### src/rtl/barrel_shift_arbiter.sv
// barrel_shift_arbiter
// Shares a single combinational barrel shifter between two requesters. Each
// requester offers (operand, shift amount) on a valid/ready channel; a
// round-robin arbiter picks one, the operands are presented to the shifter for
// one cycle, and the registered result is returned on a valid/ready response
// channel tagged with the id of the requester that owns it.
//
// Ports
//   clk, rst                     clock (rising edge), async active-high reset
//   reqN_valid/num/shift/ready   request channel of requester N (N = 0, 1)
//   sh_num, sh_shift             operands driven to the shared shifter
//   sh_ans                       combinational result from the shifter
//   rsp_valid/data/id/ready      response channel
//   busy                         high whenever the FSM is not idle
//
// state   | meaning
// --------+----------------------------------------------------------
// S_IDLE  | arbitrating; reqN_ready reflects the current grant
// S_SHIFT | latched operands on sh_*, result captured at the clock edge
// S_RESP  | rsp_valid high, held until the consumer takes the result
module barrel_shift_arbiter #(
  parameter int WIDTH = 8,
  parameter int SHW   = 4
) (
  input  logic             clk,
  input  logic             rst,
  input  logic             req0_valid,
  input  logic [WIDTH-1:0] req0_num,
  input  logic [SHW-1:0]   req0_shift,
  output logic             req0_ready,
  input  logic             req1_valid,
  input  logic [WIDTH-1:0] req1_num,
  input  logic [SHW-1:0]   req1_shift,
  output logic             req1_ready,
  output logic [WIDTH-1:0] sh_num,
  output logic [SHW-1:0]   sh_shift,
  input  logic [WIDTH-1:0] sh_ans,
  output logic             rsp_valid,
  output logic [WIDTH-1:0] rsp_data,
  output logic             rsp_id,
  input  logic             rsp_ready,
  output logic             busy
);

  typedef enum logic [1:0] {
    S_IDLE  = 2'd0,
    S_SHIFT = 2'd1,
    S_RESP  = 2'd2
  } state_t;

  state_t           r_state;
  logic             r_last_grant;
  logic [WIDTH-1:0] r_num;
  logic [SHW-1:0]   r_shift;
  logic             r_id;
  logic [WIDTH-1:0] r_rsp_data;
  logic             r_rsp_id;
  logic             r_rsp_valid;

  logic w_idle;
  logic w_grant0;
  logic w_grant1;

  // Readies are masked while rst is high so every output reads 0 in reset,
  // even if a requester is already presenting valid.
  assign w_idle = (r_state == S_IDLE) && !rst;

  // Round robin: when both are valid, the one that did not win last time goes.
  assign w_grant0 = w_idle && req0_valid && (!req1_valid || r_last_grant);
  assign w_grant1 = w_idle && req1_valid && (!req0_valid || !r_last_grant);

  always_ff @(posedge clk or posedge rst) begin
    if (rst) begin
      r_state      <= S_IDLE;
      r_last_grant <= 1'b1;
      r_num        <= '0;
      r_shift      <= '0;
      r_id         <= 1'b0;
      r_rsp_data   <= '0;
      r_rsp_id     <= 1'b0;
      r_rsp_valid  <= 1'b0;
    end else begin
      case (r_state)
        S_IDLE: begin
          if (w_grant0 || w_grant1) begin
            r_num        <= w_grant1 ? req1_num : req0_num;
            r_shift      <= w_grant1 ? req1_shift : req0_shift;
            r_id         <= w_grant1;
            r_last_grant <= w_grant1;
            r_state      <= S_SHIFT;
          end
        end
        S_SHIFT: begin
          r_rsp_data  <= sh_ans;
          r_rsp_id    <= r_id;
          r_rsp_valid <= 1'b1;
          r_state     <= S_RESP;
        end
        S_RESP: begin
          if (rsp_ready) begin
            r_rsp_valid <= 1'b0;
            r_state     <= S_IDLE;
          end
        end
        default: begin
          r_rsp_valid <= 1'b0;
          r_state     <= S_IDLE;
        end
      endcase
    end
  end

  // Shifter operands come only from the latched copy, so they change only on
  // an accepted request.
  assign sh_num     = r_num;
  assign sh_shift   = r_shift;
  assign req0_ready = w_grant0;
  assign req1_ready = w_grant1;
  assign rsp_valid  = r_rsp_valid;
  assign rsp_data   = r_rsp_data;
  assign rsp_id     = r_rsp_id;
  assign busy       = (r_state != S_IDLE);

endmodule

### config.mk
export PLATFORM = sky130hd
export DESIGN_NAME = barrel_shift_arbiter
export DESIGN_NICKNAME = d
export VERILOG_FILES = /design/src/rtl/barrel_shift_arbiter.sv
export SDC_FILE = /design/constraint.sdc
export NUM_CORES = 1
export LEC_CHECK = 0
export CAP_MARGIN = 20
export CORE_MARGIN = 2
export CORE_UTILIZATION = 42
export CTS_CLUSTER_DIAMETER = 150
export DETAILED_ROUTE_END_ITERATION = 16
export GPL_TIMING_DRIVEN = 0
export PLACE_DENSITY_LB_ADDON = 0.1
export SLEW_MARGIN = 10
export SYNTH_ARGS = -nofsm -noshare
export SYNTH_HDL_FRONTEND = slang
export SYNTH_SLANG_ARGS = --single-unit
export TNS_END_PERCENT = 1
### constraint.sdc
create_clock -name clk -period 2.4 [get_ports clk]
set_input_delay 0.24 -clock clk [delete_from_list [all_inputs] [get_ports clk]]
set_output_delay 0.24 -clock clk [all_outputs]
set_load 0.01 [all_outputs]
# Yosys cells after proc, flatten, opt, wreduce, memory -nomap -nowiden
# Cells that the tools add are included.
[classes]
muxes = 7
eq_ne = 4
bitwise = 1
reduce_logical = 17
[op_table]
columns = ["cell", "n"]
rows = [
  ["2-to-1 mux 8 bit", 1],
  ["case mux 2 bit (3 select lines)", 1],
  ["AND reduction 2 bit", 3],
  ["logical AND 1 bit", 5],
  ["zero test 1 bit", 4],
  ["2-to-1 mux 2 bit", 2],
  ["2-to-1 mux 4 bit", 1],
  ["logical OR 1 bit", 3],
  ["case mux 1 bit (3 select lines)", 1],
  ["equality test 2 x 1 -> 1 bit, second input constant", 1],
  ["equality test 2 bit, second input constant", 1],
  ["zero test 2 bit", 1],
  ["!= test 2 x 1 -> 1 bit, second input constant", 1],
  ["!= test 2 bit, second input constant", 1],
  ["nonzero test 2 bit", 1],
  ["2-to-1 mux 1 bit", 1],
  ["NOT 1 bit", 1],
]
[totals]
reg_bits = 26
wordCells = 37
in_bits = 37
output_inout_bits = 25

# Depth between registers and ports, before layout
[logic_depth]
depth_word = 7
depth_mapped = 4
ltp_nobuf = 3

# Worst setup path after synthesis
# No wires, ideal clock.
[synth_path]
path_kind = "reg2out"
startpoint = "reg r_state[1]"
endpoint = "out req1_ready"
path_stages_with_launch = 3
path_slack_ns = 0.952
arrival_ns = 1.208
n_path_buf = 0
t_required_ns = 2.160
path_cell_list = "dfrtp_1 or4b_4 nor2_1"
[synth_via]
elab_chain_cells = 4
[synth_lines]
columns = ["element", "line_no", "source"]
rows = [
  ["start: declaration", "51", "state_t r_state;"],
  ["start signal: assignment", "74", "r_state <= S_IDLE;"],
  ["start signal: assignment", "90", "r_state <= S_SHIFT;"],
  ["start signal: assignment", "97", "r_state <= S_RESP;"],
  ["zero test 2 bit", "66", "assign w_idle = (r_state == S_IDLE) && !rst;"],
  ["logical AND 1 bit", "66", ""],
  ["logical AND 1 bit (2 in series)", "70", "assign w_grant1 = w_idle && req1_valid && (!req0_valid || !r_last_grant);"],
  ["end: declaration", "34", "output logic req1_ready,"],
]
# No other way between the ends.

# Worst setup path after layout
[layout_path]
startpoint = "reg r_state[1]"
endpoint = "out req0_ready"
[layout_via]
elab_chain_cells = 4
[layout_lines]
columns = ["element", "line_no", "source"]
rows = [
  ["zero test 2 bit", "66", ""],
  ["logical AND 1 bit", "66", ""],
  ["logical AND 1 bit (2 in series)", "69", "assign w_grant0 = w_idle && req0_valid && (!req1_valid || r_last_grant);"],
  ["end: declaration", "30", "output logic req0_ready,"],
]
# No other way between the ends.

==> impl_metrics.toml <==
[pwr]
vdd_drop_max_mv = 0.750
p_per_area_mw_per_mm2 = 1010
power.leakage_nw = 0.784

[yosys]
synth_cell_types = 23
synth_area_mm2 = 0.00122
syn_area_per_cell_um2 = 11.0
yosysMostFrequentCell = "dfrtp_1"
yosys_warnings = 0
synth_edf_count = 0
yosysTopAreaCell = "dfrtp_1"
synth-main-ff-cell = "dfrtp_1"
syn_inst = 111
synth.top_cells.by_count = "dfrtp_1, a21oi_1, a31oi_1, nand4b_1, o21ai_1"
synth-seq-cells = 26
async_flop_share_pct = 100
syn_nets = 148
synth_area_leaders = "dfrtp_1, nand4b_1, mux2_2"
ys_seq_area_share_pct = 53.3
yosysTopAreaCellShare_pct = 51.1

[global_route]
grt_pass1_vias = 1147
antenna_found_initial = 0
overflow = 0
grt_pass1_wl_mm = 5.09
grtUsageTotal_pct = 19.7
grt_max_degree = 29

[die]
ios = 62
dieArea_mm2 = 0.00336
die-height_um = 58.0
rows = 19
fp.dieW_um = 58.0
coreArea_mm2 = 0.00276
floorplan.initialDensity_pct = 44.4

[timing]
fmax_mhz = 451
slew_violations = 0
setup_viol = 0
slew_headroom_pct = 60.4
post-route-period-util_pct = 92.4
tightest_slew_ns = 0.594
fin_ws_ns = 0.182
fin_skew_ns = 0.00365
setup_tns_ns = 0
fin_crit_ns = 2.22
hold_viol_final = 0
rsz0062_at_grt = "false"

[route]
drt_iter0_markers = 22
wl_per_cell_um = 15.4
ant_nets = 0
dr_total_vias = 1135
routed_wl_mm = 3.21
drcViolationCount = 0
firstDrtPassIters = 4
viasPerCell = 5.46

[worst_setup_path]
reg2regPathDepth = 4
timing.rr.start = "r_state[1]"
cp-end-kind = "primary output"
critPathMaxFanout = 6
critPathLaunchType = "flip-flop"
required_ns = 2.16
cp-startpoint = "r_state[1]"
crit_path_end = "req0_ready"
reg2reg_slack_ns = 0.84
path_class = "flip-flop to primary output"
r2r_end = "sh_num[1]"
critPathArrivalTime_ns = 1.98

[clock_network]
cts_resized = 1
cts_root_buf = "clkbuf_4"
cts_setup_buffers = 0
cts.sinks = 26
numCtsBuffers = 3
cts_hold_buffers = 0
clkTransAtPathRegs_ns = 0.15
ctsLongestPathBuffers = 2
cts_tree = "done"
clk_latency_ns = 0.32
htree_levels = 1

[placement]
finalWeightedCongestion = 0.822
dp_hpwl_mm = 2.41
place_ws_ns = 0.103
io_buffer_count = 61

[finish]
syn_to_final_growth_pct = 59.2
nFillCells = 235
final_nets = 215
drive_gt1_share_pct = 15.3
n_antenna_cell = 0

[run_status]
outcome = "completed"

[worst_hold_path]
hold_path.class = "input port to asynchronous set/reset pin"

[job]
max_cap_viol_count = 0
==> critical path: stages, from the launching register on <==
cell and delay (ns):
dfrtp_2 0.47, nor3_2 0.37, nand3_1 0.20, inv_1 0.09, clkdlybuf4s50_1 0.53
==> power by group <==
part           switching, mW  internal, mW  total (mW)
logic                  0.361         0.552       0.913
registers              0.116         0.642       0.757
clock network          0.135         0.169       0.304
==> cell families after synthesis <==
logic type             synth area share, %
AO/OA/AOI/OAI                         19.4
flip-flops                            53.3
buffers and inverters                 4.40
multiplexers                          8.28
AND/OR/NAND/NOR                       14.6
==> registers in the layout, summed over array words and instances (netlist names) <==
register / cells
r_id: 1
rsp_valid: 1
rsp_data: 8
r_last_grant: 1
sh_shift: 4
r_state: 2
sh_num: 8
rsp_id: 1
==> per-layer routing <==
metal | share of wire (%) | vias up | wire length (um) | global-route usage (%)
met5 | 0 | - | 0 | 0
met4 | 0.97 | 0 | 31 | 6.98
met2 | 50 | 37 | 1620 | 34.4
met1 | 42 | 543 | 1360 | 24.6
li1 | - | 551 | - | -
met3 | 6.2 | 4 | 200 | 3.35
==> worst min path at each step <==
stage | end | slack (ns) | cells past startpoint
4_1_cts | sh_shift[3] | 0.47 | 3
2_1_floorplan | r_id | 0.30 | 1
6_report | sh_num[5] | 0.36 | 2
3_3_place_gp | r_id | 0.47 | 1
5_1_grt | rsp_data[3] | 0.38 | 2
3_5_place_dp | r_id | 0.48 | 1
==> final cells by class <==
class	count	area (um2)	share of cell area [%]
multi-input combinational	74	520	26.7
timing repair buffer	62	628	32.2
clock inverter	1	30.0	1.54
clock buffer	3	22.5	1.16
inverter	2	7.51	0.385
buffer	9	46.3	2.38
sequential	26	654	33.6
tap	31	38.8	1.99
==> per-stage QoR <==
| step | cells | instance area, um2 | power (mW) | utilization [%] | hold WS, ns |
|---|---|---|---|---|---|
| floorplan | 111 | 1220 | 1.17 | - | 0.296 |
| global placement | 203 | 1870 | 1.65 | 67.9 | 0.466 |
| detailed placement | 203 | 1870 | 1.68 | 67.9 | 0.475 |
| CTS | 207 | 1930 | 1.99 | 69.9 | 0.468 |
| global route | 208 | 1950 | 2.10 | 70.6 | 0.384 |
| finish | 208 | 1950 | 1.97 | 70.6 | 0.365 |
==> layout by cell type, fill, tap and decap left out, types with 4 or more instances in the layout <==
cell / n
clkdlybuf4s50_1: 60
a21oi_1: 12
dfrtp_1: 23
nand4b_1: 12
mux2_2: 9
clkbuf_1: 4
a31oi_1: 12
o21ai_1: 10
buf_2: 4
Note: power is estimated with default switching activity, not from simulation.
